### src/rtl/drive_pkg.sv
// Shared constants and types for the drive command path and the DC motor channels.
// Holds the direction codes, command bit positions, per-wheel FSM encoding and the command decoder.
package drive_pkg;

  localparam int unsigned DIR_W = 2;
  localparam int unsigned CMD_W = 4;

  localparam logic [DIR_W-1:0] DIR_STOP = 2'b00;
  localparam logic [DIR_W-1:0] DIR_FT   = 2'b10;
  localparam logic [DIR_W-1:0] DIR_BK   = 2'b01;

  localparam int unsigned CMD_FWD   = 3;
  localparam int unsigned CMD_BWD   = 2;
  localparam int unsigned CMD_LEFT  = 1;
  localparam int unsigned CMD_RIGHT = 0;

  typedef enum logic [1:0] {
    ST_STOP   = 2'd0,
    ST_RUN_FT = 2'd1,
    ST_RUN_BK = 2'd2,
    ST_DEAD   = 2'd3
  } motor_state_e;

  typedef struct packed {
    logic [DIR_W-1:0] dir_l;
    logic [DIR_W-1:0] dir_r;
  } wheel_tgt_t;

  typedef struct packed {
    logic       err;
    wheel_tgt_t tgt;
  } cmd_dec_t;

  // Maps a per-wheel target code onto the run state it requests.
  function automatic motor_state_e dir_to_state(input logic [DIR_W-1:0] dir);
    motor_state_e st;
    st = ST_STOP;
    if (dir == DIR_FT) begin
      st = ST_RUN_FT;
    end else if (dir == DIR_BK) begin
      st = ST_RUN_BK;
    end
    return st;
  endfunction

  function automatic logic [DIR_W-1:0] state_to_dir(input motor_state_e st);
    logic [DIR_W-1:0] dir;
    dir = DIR_STOP;
    case (st)
      ST_RUN_FT: dir = DIR_FT;
      ST_RUN_BK: dir = DIR_BK;
      default:   dir = DIR_STOP;
    endcase
    return dir;
  endfunction

  // Turning while moving idles the inner wheel; turning at rest spins in place.
  function automatic cmd_dec_t decode_cmd(input logic [CMD_W-1:0] cmd);
    cmd_dec_t d;
    logic     fwd;
    logic     bwd;
    logic     lft;
    logic     rgt;
    d         = '0;
    fwd       = cmd[CMD_FWD];
    bwd       = cmd[CMD_BWD];
    lft       = cmd[CMD_LEFT];
    rgt       = cmd[CMD_RIGHT];
    d.tgt.dir_l = DIR_STOP;
    d.tgt.dir_r = DIR_STOP;
    if ((fwd && bwd) || (lft && rgt)) begin
      d.err = 1'b1;
    end else if (fwd) begin
      d.tgt.dir_l = lft ? DIR_STOP : DIR_FT;
      d.tgt.dir_r = rgt ? DIR_STOP : DIR_FT;
    end else if (bwd) begin
      d.tgt.dir_l = lft ? DIR_STOP : DIR_BK;
      d.tgt.dir_r = rgt ? DIR_STOP : DIR_BK;
    end else if (lft) begin
      d.tgt.dir_l = DIR_BK;
      d.tgt.dir_r = DIR_FT;
    end else if (rgt) begin
      d.tgt.dir_l = DIR_FT;
      d.tgt.dir_r = DIR_BK;
    end
    return d;
  endfunction

endpackage

### src/rtl/motor_dir_fsm.sv
// Per-wheel direction sequencer: follows the target code and inserts a
// fixed stop dead-time whenever the wheel reverses.
module motor_dir_fsm
  import drive_pkg::*;
#(
  parameter int unsigned DEAD_CYC = 50_000
) (
  input  logic       clk,
  input  logic       rst,
  input  logic [1:0] target,
  output logic [1:0] dir
);

  localparam int unsigned CNT_W = (DEAD_CYC < 2) ? 1 : $clog2(DEAD_CYC + 1);
  localparam logic [CNT_W-1:0] CNT_LOAD = CNT_W'(DEAD_CYC - 1);

  motor_state_e     state_q, state_d;
  logic [CNT_W-1:0] cnt_q, cnt_d;
  logic [1:0]       dir_q, dir_d;

  always_ff @(posedge clk) begin
    if (!rst) begin
      state_q <= ST_STOP;
      cnt_q   <= '0;
      dir_q   <= DIR_STOP;
    end else begin
      state_q <= state_d;
      cnt_q   <= cnt_d;
      dir_q   <= dir_d;
    end
  end

  // Stop requests are honoured at once; only an opposite-direction target detours through DEAD.
  always_comb begin
    state_d = state_q;
    cnt_d   = cnt_q;
    case (state_q)
      ST_STOP: begin
        state_d = dir_to_state(target);
      end
      ST_RUN_FT: begin
        if (target == DIR_STOP) begin
          state_d = ST_STOP;
        end else if (target == DIR_BK) begin
          state_d = ST_DEAD;
          cnt_d   = CNT_LOAD;
        end
      end
      ST_RUN_BK: begin
        if (target == DIR_STOP) begin
          state_d = ST_STOP;
        end else if (target == DIR_FT) begin
          state_d = ST_DEAD;
          cnt_d   = CNT_LOAD;
        end
      end
      ST_DEAD: begin
        if (cnt_q == '0) begin
          state_d = dir_to_state(target);
        end else begin
          cnt_d = cnt_q - 1'b1;
        end
      end
      default: begin
        state_d = ST_STOP;
        cnt_d   = '0;
      end
    endcase
  end

  // Output is decoded from the next state so dir moves on the same edge as the state.
  always_comb begin
    dir_d = state_to_dir(state_d);
  end

  assign dir = dir_q;

endmodule

### src/rtl/drive_cmd_ctrl.sv
// Drive command front end: latches remote commands, decodes per-wheel targets,
// flags illegal commands and forces stop when the command link goes quiet.
module drive_cmd_ctrl
  import drive_pkg::*;
#(
  parameter int unsigned DEAD_CYC    = 50_000,
  parameter int unsigned TIMEOUT_CYC = 25_000_000
) (
  input  logic       clk,
  input  logic       rst,
  input  logic       cmd_valid,
  input  logic [3:0] cmd,
  output logic [1:0] dir_l,
  output logic [1:0] dir_r,
  output logic       cmd_err,
  output logic       timeout
);

  localparam int unsigned WD_W = $clog2(TIMEOUT_CYC + 1);
  localparam logic [WD_W-1:0] WD_MAX = WD_W'(TIMEOUT_CYC - 1);

  cmd_dec_t   dec_c;
  wheel_tgt_t tgt_q, tgt_d;
  logic       cmd_err_q, cmd_err_d;
  logic       timeout_q, timeout_d;
  logic [WD_W-1:0] wd_q, wd_d;

  assign dec_c = decode_cmd(cmd);

  always_ff @(posedge clk) begin
    if (!rst) begin
      tgt_q     <= '{dir_l: DIR_STOP, dir_r: DIR_STOP};
      cmd_err_q <= 1'b0;
      timeout_q <= 1'b0;
      wd_q      <= '0;
    end else begin
      tgt_q     <= tgt_d;
      cmd_err_q <= cmd_err_d;
      timeout_q <= timeout_d;
      wd_q      <= wd_d;
    end
  end

  // A command on the expiry edge takes priority, so the watchdog only fires on a truly idle cycle.
  always_comb begin
    tgt_d     = tgt_q;
    cmd_err_d = 1'b0;
    timeout_d = timeout_q;
    wd_d      = wd_q;
    if (cmd_valid) begin
      tgt_d     = dec_c.tgt;
      cmd_err_d = dec_c.err;
      timeout_d = 1'b0;
      wd_d      = '0;
    end else if (wd_q != WD_MAX) begin
      wd_d = wd_q + 1'b1;
      if (wd_d == WD_MAX) begin
        tgt_d     = '{dir_l: DIR_STOP, dir_r: DIR_STOP};
        timeout_d = 1'b1;
      end
    end
  end

  motor_dir_fsm #(
    .DEAD_CYC (DEAD_CYC)
  ) u_fsm_l (
    .clk    (clk),
    .rst    (rst),
    .target (tgt_q.dir_l),
    .dir    (dir_l)
  );

  motor_dir_fsm #(
    .DEAD_CYC (DEAD_CYC)
  ) u_fsm_r (
    .clk    (clk),
    .rst    (rst),
    .target (tgt_q.dir_r),
    .dir    (dir_r)
  );

  assign cmd_err = cmd_err_q;
  assign timeout = timeout_q;

endmodule

### config.mk
export PLATFORM = sky130hd
export DESIGN_NAME = drive_cmd_ctrl
export DESIGN_NICKNAME = d
export VERILOG_FILES = /design/src/rtl/drive_pkg.sv /design/src/rtl/motor_dir_fsm.sv /design/src/rtl/drive_cmd_ctrl.sv
export SDC_FILE = /design/constraint.sdc
export NUM_CORES = 1
export LEC_CHECK = 0
export ABC_CLOCK_PERIOD_IN_PS = 4400
export CORE_AREA = 8 8 85 87
export DETAILED_ROUTE_END_ITERATION = 8
export DIE_AREA = 0 0 93 95
export DONT_BUFFER_PORTS = 1
export PLACE_DENSITY_LB_ADDON = 0.12
export SLEW_MARGIN = 10
export SYNTH_ARGS = -nofsm -noshare
export SYNTH_HDL_FRONTEND = slang
export SYNTH_SLANG_ARGS = --single-unit
### constraint.sdc
create_clock -name clk -period 4.4 [get_ports clk]
set_input_delay 0.88 -clock clk [delete_from_list [all_inputs] [get_ports clk]]
set_output_delay 0.88 -clock clk [all_outputs]
set_load 0.01 [all_outputs]
# Word-level counts from Yosys, hierarchy flattened
# Index checks and enable logic that the tools add are counted.
[classes]
n_mux = 43
add_sub_neg = 3
n_bitwise = 1
n_eq_ne = 26
n_reduce_logical = 19
magnitude_cmp = 0
multipliers = 0
n_div = 0
shift = 0
[ops]
columns = ["operator", "count"]
rows = [
  ["$mux W16", 10],
  ["$pmux W16 S3", 2],
  ["$logic_not A16 Y1", 2],
  ["$mux W2", 16],
  ["$mux W4", 8],
  ["$sub A16 B1 Y16 const B", 2],
  ["$add A25 B1 Y25 const B", 1],
  ["$eq A25 B25 Y1 const B", 1],
  ["$ne A25 B25 Y1 const B", 1],
  ["$eq A2 B2 Y1 const B", 8],
  ["$pmux W2 S4", 2],
  ["$eq A2 B1 Y1 const B", 6],
  ["$ne A2 B2 Y1 const B", 6],
  ["$reduce_and A6 Y1", 2],
  ["$logic_not A2 Y1", 4],
  ["$ne A2 B1 Y1 const B", 4],
  ["$pmux W2 S2", 2],
  ["$reduce_and A2 Y1", 3],
  ["$reduce_bool A3 Y1", 2],
  ["$reduce_bool A2 Y1", 2],
  ["$mux W1", 3],
  ["$logic_and A1 B1 Y1", 2],
  ["$reduce_or A2 Y1", 1],
  ["$logic_or A1 B1 Y1", 1],
  ["$not A1 Y1", 1],
]
[totals]
memories = 0
regBits = 71
ram_bits = 0
rom_bits = 0
out_inout_bits = 6
latch_bits = 0
wordCells = 103

# Depth between registers and ports, before layout
[logic_depth]
ltp_word = 7
depth_mapped = 9
mapped_depth_nobuf = 9

# Modules after synthesis
# From an unflattened synthesis, not the netlist that was laid out.
[hier_totals]
hier_cells = 478
hier_area_um2 = 3975.1
[modules_own_cells]
columns = ["mod", "area_per_inst_um2", "seq_area_each_um2", "cells_each", "instances"]
rows = [
  ["drive_cmd_ctrl", 1709.1, 620.6, 209, 1],
  ["motor_dir_fsm at u_fsm_r", 1148.6, 400.4, 136, 1],
  ["motor_dir_fsm at u_fsm_l", 1117.3, 400.4, 133, 1],
]

# Worst setup path after synthesis
# No wires, ideal clock.
[synth_path]
kind = "reg2reg"
start = "reg wd_q[0]"
end = "reg tgt_q[1] (netlist bit)"
arrival_time_ps = 2325
setup_ps = 130
stages_incl_launch_ff = 9
path_slack_ps = 1945
n_path_buf = 0
path_cell_list = "dfxtp_1 ha_1 nand3_2 nor3_2 mux2i_1 a22oi_1 or4b_1 nor4_4 o22ai_1"
[synth_via]
elab_chain_len = 4
word_cells_on_any_way = 6
classes_between = "add/sub: 1; eq/ne: 2; reduce/logical: 3"
[synth_rtl]
columns = ["item", "line_no", "rtl"]
rows = [
  ["start, declared", "drive_cmd_ctrl.sv:26", "logic [WD_W-1:0] wd_q, wd_d;"],
  ["start signal, assigned", "drive_cmd_ctrl.sv:40", "wd_q <= wd_d;"],
  ["$add A25 B1 Y25", "drive_cmd_ctrl.sv:56", "wd_d = wd_q + 1'b1;"],
  ["$eq A25 B25 Y1", "drive_cmd_ctrl.sv:57", "if (wd_d == WD_MAX) begin"],
  ["$reduce_bool A2 Y1 (no line)", "n/a", ""],
  ["$reduce_and A2 Y1 (no line) *", "n/a", ""],
  ["end signal, assigned", "drive_cmd_ctrl.sv:32", "tgt_q <= '{dir_l: DIR_STOP, dir_r: DIR_STOP};"],
  ["end signal, assigned", "drive_cmd_ctrl.sv:37", "tgt_q <= tgt_d;"],
  ["end, declared", "drive_cmd_ctrl.sv:23", "wheel_tgt_t tgt_q, tgt_d;"],
]
# Every way passes the cells marked *; elsewhere a longest branch is shown, timed or not.
# A chain may end at the register's enable or synchronous reset.

# Final worst setup path
# Same ends and word-level chain as after synthesis.

==> results.py <==
metrics = {
    "status": {
        "status": "complete, no violations",
    },
    "yosys": {
        "syn_nets": 425,
        "avgSynthCellArea_um2": 8.594,
        "synth_edf_count": 0,
        "yosysTopAreaCellShare_pct": 40.24,
        "synth_area_um2": 3532,
        "postSynthCellCount": 411,
        "ys_seq_area_share_pct": 40.24,
        "synth_top_cell_by_area": "dfxtp_1",
        "ys_types": 56,
        "synth-simple-area-share_pct": 28.94,
        "ys_ff_latch": 71,
        "synthMuxAreaShare_pct": 0.5668,
        "ys.flop_type": "dfxtp_1",
        "synth_adder_area_share_pct": 2.480,
        "synthTopCellsByArea": "dfxtp_1 (40%), xnor2_1 (6.9%), xor2_1 (5.5%)",
        "async_reset_ff_share_pct": 0,
        "ys_warn_count": 0,
        "synth_xor_area_share_pct": 12.40,
        "synth_top_family_by_area": "simple AND/OR/NAND/NOR gates",
        "synth-compound-area-share_pct": 12.22,
    },
    "cells_and_area": {
        "regArea_um2": 1421,
        "final.fill_count": 518,
        "fin_area_um2": 3864,
        "fin_nets": 426,
        "final_cell_mix": "dfxtp_1 (71), nor2_1 (49), nand2_1 (38), xnor2_1 (28), a21oi_1 (26)",
        "multi_input_area_um2": 1999,
        "final_common_cell": "dfxtp_1",
        "layout-drive-gt1-share_pct": 6.954,
        "antenna_cells": 0,
        "syn_to_final_growth_pct": 9.387,
    },
    "sta": {
        "finalCritPeriodShare_pct": 62.84,
        "grt_setup_unrepaired": "false",
        "max_slew.worst_pin.slew_ns": 0.7116,
        "finalSetupViolCount": 0,
        "clock_skew_ns": 0.009953,
        "whs_ns": 0.4884,
        "slew_violations": 0,
        "max_freq_mhz": 361.7,
        "tns_ns": 0,
        "fin_crit_ns": 2.765,
        "slew_headroom_pct": 52.12,
        "hold_viol_final": 0,
    },
    "worst_setup_path": {
        "cp_top_family": "simple AND/OR/NAND/NOR gates",
        "path_cells": "ha_1 -> nand3_2 -> nor3_2 -> mux2i_1 -> a22oi_1 -> or4b_1 -> nor4_4 -> o22ai_1",
        "crit_arrival_ns": 2.98,
        "cp-endpoint": "tgt_q[1]",
        "path_class": "reg2reg",
        "r2r_end": "tgt_q[1]",
        "r2r_slack_ns": 1.64,
        "path_buf_inv": 0,
        "rr_worst_depth": 8,
        "path_depth": 8,
        "worst-path-max-fanout": 10,
        "crit_path_top_delay_cell": "or4b_1",
        "cp-start-kind": "flop",
        "required_ns": 4.62,
        "rr_startpoint": "wd_q[0]",
        "endpoint_kind": "flop",
        "startpoint": "wd_q[0]",
        "max_stage_delay_ns": 0.58,
    },
    "clock_network": {
        "ctsResizeCount": 0,
        "clk_path_buf_depth": 2,
        "ctsHoldBuffers": 0,
        "clkTransAtPathRegs_ns": 0.08,
        "post_cts_buffers": 0,
        "numCtsBuffers": 9,
        "cts_tree": "done",
        "htree_levels": 3,
        "clock_latency_ns": 0.35,
        "clock-sinks": 71,
        "clock-root-buffer": "clkbuf_8",
    },
    "floorplan": {
        "dieHeight_um": 95,
        "io_pins": 13,
        "row_count": 28,
        "design.core.area_um2": 5816,
        "initial_utilization_pct": 60.74,
        "dieArea_um2": 8835,
        "dieWidth_um": 93,
    },
    "run": {
        "drv_cap": 0,
    },
    "drt": {
        "drc": 0,
        "via_per_inst": 5.850,
        "wire_per_inst_um": 14.56,
        "dr.pass1.iters": 4,
        "ant_nets": 0,
        "vias": 2878,
        "routed_wl_mm": 7.163,
        "first_iter_violations": 129,
    },
    "grt": {
        "grt_pass1_wl_mm": 12.09,
        "grt_max_degree": 24,
        "grt-ovfl-total": 0,
        "grt_pass1_vias": 2589,
        "grt_use_total_pct": 16.91,
        "antenna_found_initial": 0,
    },
    "worst_hold_path": {
        "hp-class": "reg2reg",
    },
    "placed_design": {
        "place_hpwl_mm": 4.984,
        "place_congestion": 0.8759,
        "portBuffers": 0,
        "place_area_um2": 3571,
    },
    "pwr": {
        "ir_worst_vdd_mv": 0.2658,
        "power_density_nw_per_um2": 375.0,
        "p_leak_uw": 0.001340,
    },
}
## state kept, by name, summed over array words and instances (netlist names)
name	count
cmd_err	1
tgt_q	4
timeout	1
u_fsm_l.cnt_q	16
u_fsm_l.dir	2
u_fsm_l.state_q	2
u_fsm_r.cnt_q	16
u_fsm_r.dir	2
u_fsm_r.state_q	2
wd_q	25
## metal layers
layer,vias to the layer above,global-route usage [%],wire [um]
met5,-,0,0
met4,0,8.054,64
met3,5,3.968,467
met2,55,24.67,3123
met1,1358,22.90,3508
li1,1460,-,-
## area by class of cell
cell class              count  share of cell area, %
multi-input cells         315                  51.75
flip-flops and latches     71                  36.79
well taps                  75                  2.429
inverters                  15                  1.457
clock inverters             6                  4.016
clock buffers              10                  3.562
## power by group
part	total, uW	internal, uW	switching [uW]	leakage [uW]
sequential	655	648	7.44	0.000573
clock	755	506	249	0.000146
combinational	38.9	13.8	25.1	0.000621
total	1450	1170	281	0.00134
## how the worst min path moves through the flow
stage	from	end	slack (ns)	cells after the start
after floorplan	u_fsm_r.cnt_q[0]	u_fsm_r.cnt_q[0]	0.44	1
after global placement	u_fsm_r.cnt_q[0]	u_fsm_r.cnt_q[0]	0.46	1
after detailed placement	u_fsm_r.cnt_q[0]	u_fsm_r.cnt_q[0]	0.47	1
after CTS	u_fsm_r.cnt_q[0]	u_fsm_r.cnt_q[0]	0.48	1
after global routing	u_fsm_r.cnt_q[0]	u_fsm_r.cnt_q[0]	0.53	1
final	u_fsm_r.cnt_q[0]	u_fsm_r.cnt_q[0]	0.49	1
## logic make-up after synthesis
kind of cell,Yosys count
xor gates and xnor gates,50
adders and majority gates,7
buffers and inverters,25
AOI/OAI and AO/OA,67
DFF,71
and+or+nand+nor,189
muxes,2
## synth_stat cells (all sizes together), types with 4 or more instances
cell	number
dfxtp	71
nor2	49
nand2	38
xnor2	28
a21oi	26
xor2	22
nand3	17
nor4	17
inv	15
nand2b	14
nor3	14
nand4	9
o21ai	9
ha	7
a211oi	5
and2	5
buf	5
clkbuf	5
or3	5
nand3b	4
nor3b	4
o22ai	4
## metrics by stage
step	instances	setup slack (ns)	util, %	power [uW]
after floorplan	411	1.945	-	701.3
after global placement	476	1.768	61.40	708.3
after detailed placement	476	1.673	61.40	708.6
final	492	1.635	66.44	1449
after CTS	492	1.628	66.44	1457
after global routing	492	1.448	66.44	1490
Note: power is estimated with default switching activity, not from simulation.
